<file path="config.mk">
export PLATFORM = sky130hd
export DESIGN_NAME = lsu_mem_initiator
export DESIGN_NICKNAME = d
export VERILOG_FILES = /design/src/rtl/core_mem_pkg.sv /design/src/rtl/lsu_data_align.sv /design/src/rtl/lsu_mem_initiator.sv
export SDC_FILE = /design/constraint.sdc
export NUM_CORES = 1
export LEC_CHECK = 0
export BUFFER_PORTS_ARGS = -buffer_cell sky130_fd_sc_hd__buf_4
export CAP_MARGIN = 20
export CORE_MARGIN = 10
export CORE_UTILIZATION = 57
export CTS_CLUSTER_SIZE = 40
export DETAILED_ROUTE_END_ITERATION = 8
export GPL_TIMING_DRIVEN = 0
export HOLD_SLACK_MARGIN = 0.1
export PLACE_DENSITY_LB_ADDON = 0.2
export SLEW_MARGIN = 40
export SYNTH_ARGS = -nofsm -noshare
export SYNTH_HDL_FRONTEND = slang
export SYNTH_SLANG_ARGS = --single-unit
</file>
<file path="constraint.sdc">
create_clock -name clk -period 4.85 [get_ports clk]
set_input_delay 0.485 -clock clk [delete_from_list [all_inputs] [get_ports clk]]
set_output_delay 0.485 -clock clk [all_outputs]
set_load 0.01 [all_outputs]
</file>
<file path="src/rtl/core_mem_pkg.sv">
// Shared definitions for the core-side memory access path.
// Holds the RV32I size/sign codes, the load/store FSM state encoding,
// the default timeout and helpers that classify a request as illegal or
// misaligned before any memory command is issued.
package core_mem_pkg;

  // RV32I funct3 size/sign codes for loads and stores
  localparam logic [2:0] F3_B  = 3'b000;
  localparam logic [2:0] F3_H  = 3'b001;
  localparam logic [2:0] F3_W  = 3'b010;
  localparam logic [2:0] F3_BU = 3'b100;
  localparam logic [2:0] F3_HU = 3'b101;

  // Cycles to wait for a done flag before giving up
  localparam int TIMEOUT_CYCLES_DEFAULT = 16;

  typedef enum logic [1:0] {
    ST_IDLE = 2'd0,
    ST_RD   = 2'd1,
    ST_WR   = 2'd2,
    ST_RESP = 2'd3
  } state_e;

  // Unsigned sizes only exist for loads; anything else is not a size code
  function automatic logic f3_illegal(input logic we, input logic [2:0] f3);
    logic bad;
    case (f3)
      F3_B, F3_H, F3_W: bad = 1'b0;
      F3_BU, F3_HU:     bad = we;
      default:          bad = 1'b1;
    endcase
    return bad;
  endfunction

  function automatic logic f3_misaligned(input logic [2:0] f3, input logic [1:0] lo);
    logic bad;
    case (f3)
      F3_H, F3_HU: bad = lo[0];
      F3_W:        bad = (lo != 2'b00);
      default:     bad = 1'b0;
    endcase
    return bad;
  endfunction

endpackage

</file>
<file path="src/rtl/lsu_data_align.sv">
// Combinational byte-lane steering between the core and a word-only memory.
// Ports:
//   funct3_i     - RV32I size/sign code of the access
//   addr_lo_i    - byte offset within the word (addr[1:0])
//   word_i       - word read from memory
//   wdata_i      - right-aligned store data from the core
//   load_data_o  - selected lane of word_i, sign/zero extended
//   store_word_o - word_i with the addressed lane replaced by wdata_i
module lsu_data_align
  import core_mem_pkg::*;
(
  input  logic [2:0]  funct3_i,
  input  logic [1:0]  addr_lo_i,
  input  logic [31:0] word_i,
  input  logic [31:0] wdata_i,
  output logic [31:0] load_data_o,
  output logic [31:0] store_word_o
);

  logic [7:0]  byteLane;
  logic [15:0] halfLane;

  always_comb begin
    byteLane = word_i[7:0];
    case (addr_lo_i)
      2'd0:    byteLane = word_i[7:0];
      2'd1:    byteLane = word_i[15:8];
      2'd2:    byteLane = word_i[23:16];
      default: byteLane = word_i[31:24];
    endcase
    halfLane = addr_lo_i[1] ? word_i[31:16] : word_i[15:0];
  end

  always_comb begin
    load_data_o = 32'd0;
    case (funct3_i)
      F3_B:    load_data_o = {{24{byteLane[7]}}, byteLane};
      F3_BU:   load_data_o = {24'd0, byteLane};
      F3_H:    load_data_o = {{16{halfLane[15]}}, halfLane};
      F3_HU:   load_data_o = {16'd0, halfLane};
      F3_W:    load_data_o = word_i;
      default: load_data_o = 32'd0;
    endcase
  end

  // Sub-word stores keep the untouched lanes of the word just read
  always_comb begin
    store_word_o = wdata_i;
    case (funct3_i)
      F3_B: begin
        store_word_o = word_i;
        case (addr_lo_i)
          2'd0:    store_word_o[7:0]   = wdata_i[7:0];
          2'd1:    store_word_o[15:8]  = wdata_i[7:0];
          2'd2:    store_word_o[23:16] = wdata_i[7:0];
          default: store_word_o[31:24] = wdata_i[7:0];
        endcase
      end
      F3_H: begin
        store_word_o = word_i;
        if (addr_lo_i[1]) store_word_o[31:16] = wdata_i[15:0];
        else              store_word_o[15:0]  = wdata_i[15:0];
      end
      default: store_word_o = wdata_i;
    endcase
  end

endmodule

</file>
<file path="src/rtl/lsu_mem_initiator.sv">
// Core-side initiator for a word-only memory access unit.
// Accepts one RV32I load/store at a time, issues level read/write commands,
// performs read-modify-write for sub-word stores and returns a one-cycle
// response with extended load data or an error flag.
// Ports:
//   clk, rst_n                       - clock, asynchronous active-low reset
//   req_valid/req_ready              - request handshake (ready only when idle)
//   req_we, req_funct3, req_addr,
//   req_wdata                        - request fields, stable until accepted
//   resp_valid, resp_rdata, resp_err - single-cycle response
//   ctrl_mem_read, ctrl_mem_write    - level commands to the memory unit
//   mem_address, mem_write_data      - word address and full write word
//   mem_read_data                    - read word, valid with stat_mem_read_done
//   stat_mem_read_done,
//   stat_mem_write_done              - completion flags from the memory unit
module lsu_mem_initiator
  import core_mem_pkg::*;
#(
  parameter int ADDR_W         = 32,
  parameter int TIMEOUT_CYCLES = TIMEOUT_CYCLES_DEFAULT
) (
  input  logic              clk,
  input  logic              rst_n,
  input  logic              req_valid,
  output logic              req_ready,
  input  logic              req_we,
  input  logic [2:0]        req_funct3,
  input  logic [ADDR_W-1:0] req_addr,
  input  logic [31:0]       req_wdata,
  output logic              resp_valid,
  output logic [31:0]       resp_rdata,
  output logic              resp_err,
  output logic              ctrl_mem_read,
  output logic              ctrl_mem_write,
  output logic [31:0]       mem_address,
  output logic [31:0]       mem_write_data,
  input  logic [31:0]       mem_read_data,
  input  logic              stat_mem_read_done,
  input  logic              stat_mem_write_done
);

  // Counter only needs to reach TIMEOUT_CYCLES-1: the cycle it sits there
  // without a done flag is the last cycle the command stays high.
  localparam int              CNT_W    = (TIMEOUT_CYCLES > 2) ? $clog2(TIMEOUT_CYCLES) : 1;
  localparam logic [CNT_W-1:0] CNT_LAST = CNT_W'(TIMEOUT_CYCLES - 1);

  state_e           state_q;
  logic [CNT_W-1:0] cnt_q;
  logic [2:0]       funct3_q;
  logic [1:0]       addr_lo_q;
  logic             we_q;
  logic [31:0]      wdata_q;

  logic             req_ready_q;
  logic             resp_valid_q;
  logic [31:0]      resp_rdata_q;
  logic             resp_err_q;
  logic             ctrl_rd_q;
  logic             ctrl_wr_q;
  logic [31:0]      mem_address_q;
  logic [31:0]      mem_write_data_q;

  logic             reqBad_d;
  logic             needRead_d;
  logic [31:0]      loadData;
  logic [31:0]      storeWord;

  assign reqBad_d   = f3_illegal(req_we, req_funct3) | f3_misaligned(req_funct3, req_addr[1:0]);
  // Loads and sub-word stores both start by reading the word
  assign needRead_d = !req_we || (req_funct3 != F3_W);

  lsu_data_align u_align (
    .funct3_i     (funct3_q),
    .addr_lo_i    (addr_lo_q),
    .word_i       (mem_read_data),
    .wdata_i      (wdata_q),
    .load_data_o  (loadData),
    .store_word_o (storeWord)
  );

  // Single FSM: every output is a register updated alongside the state, so
  // commands and the response pulse change only on clock edges (or reset).
  always_ff @(posedge clk or negedge rst_n) begin
    if (!rst_n) begin
      state_q          <= ST_IDLE;
      cnt_q            <= '0;
      funct3_q         <= 3'd0;
      addr_lo_q        <= 2'd0;
      we_q             <= 1'b0;
      wdata_q          <= 32'd0;
      req_ready_q      <= 1'b1;
      resp_valid_q     <= 1'b0;
      resp_rdata_q     <= 32'd0;
      resp_err_q       <= 1'b0;
      ctrl_rd_q        <= 1'b0;
      ctrl_wr_q        <= 1'b0;
      mem_address_q    <= 32'd0;
      mem_write_data_q <= 32'd0;
    end else begin
      resp_valid_q <= 1'b0;
      case (state_q)
        ST_IDLE: begin
          if (req_valid && req_ready_q) begin
            funct3_q      <= req_funct3;
            addr_lo_q     <= req_addr[1:0];
            we_q          <= req_we;
            wdata_q       <= req_wdata;
            req_ready_q   <= 1'b0;
            cnt_q         <= '0;
            mem_address_q <= 32'(req_addr >> 2);
            if (reqBad_d) begin
              state_q      <= ST_RESP;
              resp_valid_q <= 1'b1;
              resp_err_q   <= 1'b1;
              resp_rdata_q <= 32'd0;
            end else if (needRead_d) begin
              state_q   <= ST_RD;
              ctrl_rd_q <= 1'b1;
            end else begin
              state_q          <= ST_WR;
              ctrl_wr_q        <= 1'b1;
              mem_write_data_q <= req_wdata;
            end
          end
        end

        ST_RD: begin
          // A done flag in the limit cycle still counts as success
          if (stat_mem_read_done) begin
            ctrl_rd_q <= 1'b0;
            if (!we_q) begin
              state_q      <= ST_RESP;
              resp_valid_q <= 1'b1;
              resp_err_q   <= 1'b0;
              resp_rdata_q <= loadData;
            end else begin
              state_q          <= ST_WR;
              ctrl_wr_q        <= 1'b1;
              mem_write_data_q <= storeWord;
              cnt_q            <= '0;
            end
          end else if (cnt_q == CNT_LAST) begin
            ctrl_rd_q    <= 1'b0;
            state_q      <= ST_RESP;
            resp_valid_q <= 1'b1;
            resp_err_q   <= 1'b1;
            resp_rdata_q <= 32'd0;
          end else begin
            cnt_q <= cnt_q + 1'b1;
          end
        end

        ST_WR: begin
          if (stat_mem_write_done) begin
            ctrl_wr_q    <= 1'b0;
            state_q      <= ST_RESP;
            resp_valid_q <= 1'b1;
            resp_err_q   <= 1'b0;
            resp_rdata_q <= 32'd0;
          end else if (cnt_q == CNT_LAST) begin
            ctrl_wr_q    <= 1'b0;
            state_q      <= ST_RESP;
            resp_valid_q <= 1'b1;
            resp_err_q   <= 1'b1;
            resp_rdata_q <= 32'd0;
          end else begin
            cnt_q <= cnt_q + 1'b1;
          end
        end

        ST_RESP: begin
          state_q      <= ST_IDLE;
          req_ready_q  <= 1'b1;
          resp_err_q   <= 1'b0;
          resp_rdata_q <= 32'd0;
        end

        default: begin
          state_q     <= ST_IDLE;
          req_ready_q <= 1'b1;
          ctrl_rd_q   <= 1'b0;
          ctrl_wr_q   <= 1'b0;
        end
      endcase
    end
  end

  assign req_ready      = req_ready_q;
  assign resp_valid     = resp_valid_q;
  assign resp_rdata     = resp_rdata_q;
  assign resp_err       = resp_err_q;
  assign ctrl_mem_read  = ctrl_rd_q;
  assign ctrl_mem_write = ctrl_wr_q;
  assign mem_address    = mem_address_q;
  assign mem_write_data = mem_write_data_q;

endmodule

</file>
==> out/qor.txt, run 1 <==
Syn_area_per_cell = 9.14 sq um
Clk root buf = clkbuf_16
Starting density of the core = 57.9%
Vias in the first global route = 7485
Synth Warn # = 0
Largest family of logic cells by synthesized area = compound AO/OA/AOI/OAI gates
Gpl congestion = 1.00
WS Path Type = reg -> reg
Post-Synthesis Cells = 797
Routed WL per cell = 21.5 um
CTS Buffer Depth = 2
Residual DRC = 0
Max_cap viols = 0
CTS tree = built
Switching share of power = 41.5%
Drt initial violations = 919
VDD IR-drop max = 0.315 mV
Final setup vio count = 0
Initial antenna violation count = 0
# H-tree levels = 4
Slew margin rel. = 50.6%
P&R area growth vs syn = 33.8%
Hold WC Path Type = in -> reg
Skew final = 0.00551 ns
Seq/Total Area, Yosys = 49.1%
GR Util All Layers = 28.7%
Post-DP HPWL = 19200 um
Final-stage net count = 1134
P_int = 3.80 mW
Fmax = 358 MHz
Commonest register cell after synthesis = dfrtp_1
Total power per unit cell area = 667 nW/um^2
IO Pins = 206
IO buf count = 203
Rows = 41
Vias post-DR = 7348
Placed insts = 1175
Post-synthesis xor/xnor area fraction = 0%
Largest net degree at the start of global routing = 64
Met2 Use GR = 42.3%
Busiest grt layer = met2
Yosys reg bits = 143
Post-synthesis compound-gate area fraction = 20.3%
Antenna diode count = 0
First-pass GRT wire length = 40200 um
Critical path capture point type = flip-flop
Area share of fa/ha/maj cells after synthesis = 1.03%
Tcrit/Tclk final = 57.6%
Min Clock Period, post-route = 2.79 ns
Synth Cell Area = 7280 sq um
Reg power frac = 30.3%
Met1 Track Usage GR = 36.0%
Post CTS Setup Buffer Count = 0
Latest clock arrival within the worst-skew pair = 0.43 ns
Fin area = 9750 sq um
Met3 Use GR = 10.1%
Unique masters post-synth = 53
Post-place setup slack = 2.19 ns
Worst EP required = 5.19 ns
Inserted Clock Buffers = 17
Post-Synth Simple-Gate Area = 17.2%
Fillers = 945
Reg area = 3580 sq um
Ys async rst share = 100%
Post-route setup slack = 2.06 ns
Post-synthesis mux area share = 8.30%
Post-Place Cell Area = 9100 sq um
Final hold vios = 0
Core region area = 12600 sq um
Gr ovfl total = 0
Routed Antenna Nets = 0
Area of the multi-input gates = 3430 sq um
Crit start category = flip-flop
Worst-path clk slew = 0.06 ns
Chip width = 133 um
TNS Setup = 0 ns
CTS Sinks = 143
Worst hold margin = 0.225 ns
Non-Filler Instances = 1208
Die Ht = 133 um
Unrepaired setup endpoints after global routing = false
Die area = 17700 sq um
Layout cell share with drive strength beyond 1 = 27.4%
Max-slew violation count = 0
Leakage = 4.86 nW
Worst Path Arrival = 3.13 ns
Clock share of power = 21.8%
Critical-path maximum fanout = 10
Pre-Repair DR Iteration Count = 8
Combinational Power Share = 47.9%
Net Switching = 2.70 mW
Slew @ Worst Pin = 0.740 ns
Total wire length = 25900 um
Post-DR vias/cell = 6.08
Post-synth EDFFs = 0
Outcome = completed
Core Util, Final = 77.6%
Power, Total = 6.50 mW
[critical path, stage by stage, from the launching register on]
cell and delay, ns:
dfrtp_1 0.41, inv_1 0.12, ha_1 0.18, clkbuf_1 0.38
clkbuf_1 0.56, clkbuf_1 0.43, o21ai_0 0.17, a21oi_1 0.16
a21oi_1 0.08, o21ai_0 0.20
[per-layer routing]
metal  vias up  routed length, um  part of all wire [%]
met5         -                  0                     0
met1      3409               9980                    38
met2       556              11500                    44
li1       3267                  -                     -
met3       116               3180                    12
met4         0               1290                   5.0
[power by group through the flow]
stage          sequential [mW]  clock, mW  combinational [mW]
2_1_floorplan             2.04          0                1.73
3_3_place_gp              1.95          0                2.94
3_5_place_dp              1.97          0                3.03
4_1_cts                   1.96       1.41                3.07
5_1_grt                   2.02       1.47                3.39
6_report                  1.97       1.41                3.12
[placed cells by master, fill, tap and decap left out, types with 3 or more instances in the layout]
master / n
a211oi_1: 6
a21boi_0: 7
a21o_1: 9
a21oi_1: 69
a221oi_1: 8
a222oi_1: 7
a22o_1: 3
a31oi_1: 10
and3_1: 17
buf_2: 6
buf_4: 204
buf_6: 3
bufinv_16: 4
clkbuf_1: 47
clkbuf_16: 17
clkinvlp_4: 4
dfrtp_1: 142
ha_1: 6
inv_1: 7
mux2_2: 19
mux2i_1: 18
mux4_2: 8
nand2_1: 223
nand3_1: 13
nor2_1: 31
nor2b_1: 3
nor3_1: 4
o21ai_0: 60
o2bb2ai_1: 33
[cell type report]
type	count	area share [%]
sequential	143	36.7
multi-input combinational	588	35.2
timing repair buffer	206	16.4
clock buffer	19	4.65
buffer	59	2.66
tap	172	2.21
clock inverter	13	1.91
inverter	8	0.308
[sequential cells by signal, summed over array words and instances, names as in the netlist]
signal / flops
addr_lo_q: 2
resp_rdata: 32
we_q: 1
state_q: 2
mem_address: 30
funct3_q: 3
ctrl_mem_read: 1
resp_valid: 1
wdata_q: 32
req_ready: 1
resp_err: 1
cnt_q: 4
ctrl_mem_write: 1
mem_write_data: 32
[what timing repair did]
| action | in CTS | in global routing |
|---|---|---|
| hold endpoints to repair | 17 | 0 |
| hold buffers | 1 | 0 |
| resized for setup | 0 | 0 |
[path summary, 6_finish.rpt]
path / cells past startpoint / slack, ns / endpoint / start
hold reg to reg: 2 / 0.47 / mem_address[21]$_DFFE_PN0P_ / mem_address[21]$_DFFE_PN0P_
min in group asynchronous: 2 / 0.48 / mem_write_data[18]$_DFFE_PN0P_ / rst_n
max in group asynchronous: 3 / 3.80 / wdata_q[8]$_DFFE_PN0P_ / rst_n
setup reg to reg: 9 / 2.06 / mem_write_data[31]$_DFFE_PN0P_ / state_q[1]$_DFFE_PN0N_
setup / recovery: 9 / 2.06 / mem_write_data[31]$_DFFE_PN0P_ / state_q[1]$_DFFE_PN0N_
hold / removal: 2 / 0.23 / req_ready$_DFFE_PN1P_ / req_valid
[cell usage after synthesis (2+ instances only)]
master,number,area share [%]
a221oi_1,8,0.96
o2bb2ai_1,33,4.0
o22a_1,2,0.24
buf_2,6,0.41
nor3_1,6,0.41
nand2_1,223,11
nand3_1,13,0.89
o31ai_1,2,0.21
a22o_1,3,0.36
mux2_4,2,0.41
a211oi_1,6,0.62
a21oi_1,69,4.7
clkbuf_1,47,2.4
a31oi_1,10,0.86
nor2b_1,3,0.26
nand2b_1,2,0.17
a21boi_0,7,0.72
o21a_1,2,0.21
nor2_1,31,1.6
mux2i_1,18,2.5
mux2_2,19,2.9
and3_1,17,1.5
buf_4,2,0.21
a41oi_1,2,0.24
o21ai_0,60,4.1
or3_1,2,0.17
buf_6,3,0.46
inv_1,7,0.36
a21o_1,9,0.93
mux4_2,8,2.5
a222oi_1,7,0.96
dfrtp_1,142,49
ha_1,6,1.0
[kinds of logic after synthesis]
| kind of cell | Yosys count |
|---|---|
| buffers and inverters | 67 |
| AO/OA/AOI/OAI | 229 |
| multiplexers | 47 |
| flip-flops | 143 |
| adder cells (fa/ha/maj) | 6 |
| other | 1 |
| AND/OR/NAND/NOR | 304 |
(Power assumes the default switching activity.)
==> run 2, diff against run 1 <==
- ABC_AREA: unset -> 1
- CORE_UTILIZATION: 57 -> 55
- clock period: 4.85 -> 2.65 ns (I/O delays scaled with it)
==> run 2 against run 1 <==
Power up 120%. Largest cell class is now multi-input combinational cells. Core utilization down 0.49 points. Sequential power up 84%. Combinational power rose to 2.7 times the previous value. First-iteration DRC count up 14%. Die area up 20%. Final cell count up 51%. Clock power up 74%. Synthesized cell count up 64%. Clock skew up 0.011 ns. Wire length up 36%.
==> out/qor.txt, run 2 <==
Total wire length = 35200 um (was 25900 um)
VDD IR-drop max = 0.765 mV (was 0.315 mV)
Vias in the first global route = 10238 (was 7485)
Min Clock Period, post-route = 2.31 ns (was 2.79 ns)
Slew margin rel. = 56.2% (was 50.6%)
Max_cap viols = 0 (unchanged)
Commonest register cell after synthesis = dfrtp_1 (unchanged)
Final hold vios = 0 (unchanged)
Post-synth EDFFs = 0 (unchanged)
TNS Setup = 0 ns (unchanged)
WS Path Type = reg -> reg (unchanged)
Total power per unit cell area = 1220 nW/um^2 (was 667 nW/um^2)
Seq/Total Area, Yosys = 41.3% (was 49.1%)
Net Switching = 7.18 mW (was 2.70 mW)
Critical path capture point type = flip-flop (unchanged)
Hold WC Path Type = in -> reg (unchanged)
Drt initial violations = 1051 (was 919)
Post-place setup slack = 0.547 ns (was 2.19 ns)
Synth Warn # = 0 (unchanged)
IO buf count = 203 (unchanged)
Leakage = 6.53 nW (was 4.86 nW)
Die area = 21200 sq um (was 17700 sq um)
Residual DRC = 0 (unchanged)
Yosys reg bits = 143 (unchanged)
Clock share of power = 17.1% (was 21.8%)
Post-Synthesis Cells = 1304 (was 797)
Unrepaired setup endpoints after global routing = false (unchanged)
Latest clock arrival within the worst-skew pair = 0.45 ns (was 0.43 ns)
Post-synthesis xor/xnor area fraction = 0.101% (was 0%)
Post-route setup slack = 0.341 ns (was 2.06 ns)
Post-DP HPWL = 24100 um (was 19200 um)
Slew @ Worst Pin = 0.654 ns (was 0.740 ns)
Crit start category = flip-flop (unchanged)
Vias post-DR = 10190 (was 7348)
Post-synthesis compound-gate area fraction = 8.18% (was 20.3%)
Rows = 45 (was 41)
Area share of fa/ha/maj cells after synthesis = 0.866% (was 1.03%)
P_int = 7.18 mW (was 3.80 mW)
CTS tree = built (unchanged)
Max-slew violation count = 0 (unchanged)
Chip width = 146 um (was 133 um)
Syn_area_per_cell = 6.65 sq um (was 9.14 sq um)
Commonest non-fill, non-tap cell in the layout = nand2_1 (unchanged)
Combinational Power Share = 57.6% (was 47.9%)
Resized cells post-CTS = 0 (unchanged)
Clk root buf = clkbuf_16 (unchanged)
Antenna diode count = 0 (unchanged)
Leading area contributor after synthesis = dfrtp_1 (unchanged)
Routed WL per cell = 19.3 um (was 21.5 um)
Ys async rst share = 100% (unchanged)
Largest family of logic cells by synthesized area = simple AND/OR/NAND/NOR gates (was compound AO/OA/AOI/OAI gates)
CTS Buffer Depth = 2 (unchanged)
Synth area leaders = dfrtp_1, nand2_1, nand3_1, inv_1, o21ai_0 (was dfrtp_1, nand2_1, a21oi_1, o21ai_0, o2bb2ai_1)
Critical-path maximum fanout = 10 (unchanged)
Die Ht = 146 um (was 133 um)
Inserted Clock Buffers = 17 (unchanged)
Gpl congestion = 1.01 (was 1.00)
Gr ovfl total = 0 (unchanged)
Synth Cell Area = 8670 sq um (was 7280 sq um)
Post CTS Setup Buffer Count = 0 (unchanged)
Pre-Repair DR Iteration Count = 6 (was 8)
Top-count cell post-synth = nand2_1 (unchanged)
Routed Antenna Nets = 0 (unchanged)
CTS Sinks = 143 (unchanged)
Fmax = 433 MHz (was 358 MHz)
Commonest cells post-synth = nand2_1, dfrtp_1, nand3_1 (was nand2_1, dfrtp_1, a21oi_1)
Starting density of the core = 56.6% (was 57.9%)
Tcrit/Tclk final = 87.1% (was 57.6%)
Outcome = completed (unchanged)
Final-stage net count = 1708 (was 1134)
Commonest non-fill, non-tap cells in the layout = nand2_1, buf_4, dfrtp_1 (unchanged)
IO Pins = 206 (unchanged)
Post-Synth Simple-Gate Area = 40.2% (was 17.2%)
Worst-path clk slew = 0.08 ns (was 0.06 ns)
# H-tree levels = 4 (unchanged)
P&R area growth vs syn = 36.1% (was 33.8%)
Unique masters post-synth = 32 (was 53)
Worst EP required = 3.04 ns (was 5.19 ns)
Core region area = 15300 sq um (was 12600 sq um)
Final setup vio count = 0 (unchanged)
Layout cell share with drive strength beyond 1 = 19.4% (was 27.4%)
GR Util All Layers = 32.4% (was 28.7%)
Skew final = 0.0161 ns (was 0.00551 ns)
Post-synthesis mux area share = 0% (was 8.30%)
Worst Path Arrival = 2.69 ns (was 3.13 ns)
First-pass GRT wire length = 55400 um (was 40200 um)
Initial antenna violation count = 0 (unchanged)
Post-DR vias/cell = 5.60 (was 6.08)
Hold_buf cts = 68 (was 1)
Reg power frac = 25.3% (was 30.3%)
Largest net degree at the start of global routing = 66 (was 64)
Share of the synthesized area in the top cell type = 41.0% (was 48.8%)
Switching share of power = 50.0% (was 41.5%)
[run 2: cell types whose count changed in the layout (fill, tap and decap cells not counted), sizes merged, moves of 17 or more]
| cell | before | now |
|---|---|---|
| nand2 | 223 | 624 |
| nand3 | 13 | 134 |
| inv | 8 | 116 |
| dlygate4sd3 | 1 | 68 |
| nor2 | 31 | 74 |
| buf | 217 | 250 |
| o2bb2ai | 33 | 0 |
| clkbuf | 66 | 39 |
| a21oi | 69 | 43 |
| mux2 | 21 | 0 |
| mux2i | 18 | 0 |
| and3 | 17 | 0 |
[run 2: through the flow]
step | hold slack (ns) | instances | utilization (%) | instance area [sq um] | power [mW]
after global routing | 0.187 | 1821 | 77.1 | 11800 | 15.3
final | 0.148 | 1821 | 77.1 | 11800 | 14.4
after CTS | 0.157 | 1821 | 77.1 | 11800 | 13.9
after global placement | 0.453 | 1719 | 68.3 | 10500 | 11.2
after floorplan | -0.0306 | 1305 | - | 8680 | 8.53
after detailed placement | 0.153 | 1721 | 68.7 | 10500 | 11.4
[run 2: critical path: stages (launching register included)]
cell,delay [ns]
dfrtp_1,0.42
inv_1,0.14
ha_1,0.18
buf_2,0.21
inv_1,0.11
nor2_4,0.30
buf_2,0.36
buf_2,0.30
nand2_1,0.12
nand2_1,0.10
[run 2: cell families after synthesis]
family | Yosys count
xor gates and xnor gates | 1
DFF | 143
adders and majority gates | 6
other | 1
buffers and inverters | 178
AOI/OAI and AO/OA | 133
and+or+nand+nor | 842
[run 2: cell type report]
cell class	instances	area [sq um]
Multi-Input combinational cell	984	4290
Sequential cell	143	3580
Fill cell	1092	3510
Timing Repair Buffer	273	2270
Clock buffer	17	425
Inverter	111	417
Buffer	67	393
Tap cell	211	264
Clock inverter	15	170
[run 2: layer usage]
metal / part of all wire, % / routed length, um / global-route usage (%) / vias to the layer above
li1: - / - / - / 4670
met1: 38 / 13300 / 38.9 / 4745
met2: 47 / 16700 / 53.6 / 660
met3: 11 / 3860 / 9.59 / 115
met4: 3.9 / 1360 / 12.7 / 0
met5: 0 / 0 / 0 / -
[run 2: power by group through the flow]
| stage | Clock, mW | Sequential, mW | Combinational (mW) |
|---|---|---|---|
| finish | 2.45 | 3.63 | 8.27 |
| global route | 2.52 | 3.71 | 9.04 |
| CTS | 2.42 | 3.56 | 7.91 |
| detailed placement | 0 | 3.58 | 7.77 |
| global placement | 0 | 3.55 | 7.62 |
| floorplan | 0 | 3.76 | 4.77 |
[run 2: final timing paths]
| kind | start | to | slack [ns] | depth (start not counted) |
|---|---|---|---|---|
| min in group asynchronous | rst_n | resp_rdata[14]$_DFFE_PN0P_ | 0.28 | 2 |
| hold / removal | req_funct3[2] | funct3_q[2]$_DFFE_PN0P_ | 0.15 | 3 |
| setup reg to reg | state_q[1]$_DFFE_PN0N_ | mem_address[16]$_DFFE_PN0P_ | 0.34 | 9 |
| setup / recovery | state_q[1]$_DFFE_PN0N_ | mem_address[16]$_DFFE_PN0P_ | 0.34 | 9 |
| hold reg to reg | mem_write_data[7]$_DFFE_PN0P_ | mem_write_data[7]$_DFFE_PN0P_ | 0.47 | 2 |
| max in group asynchronous | rst_n | req_ready$_DFFE_PN1P_ | 1.72 | 3 |
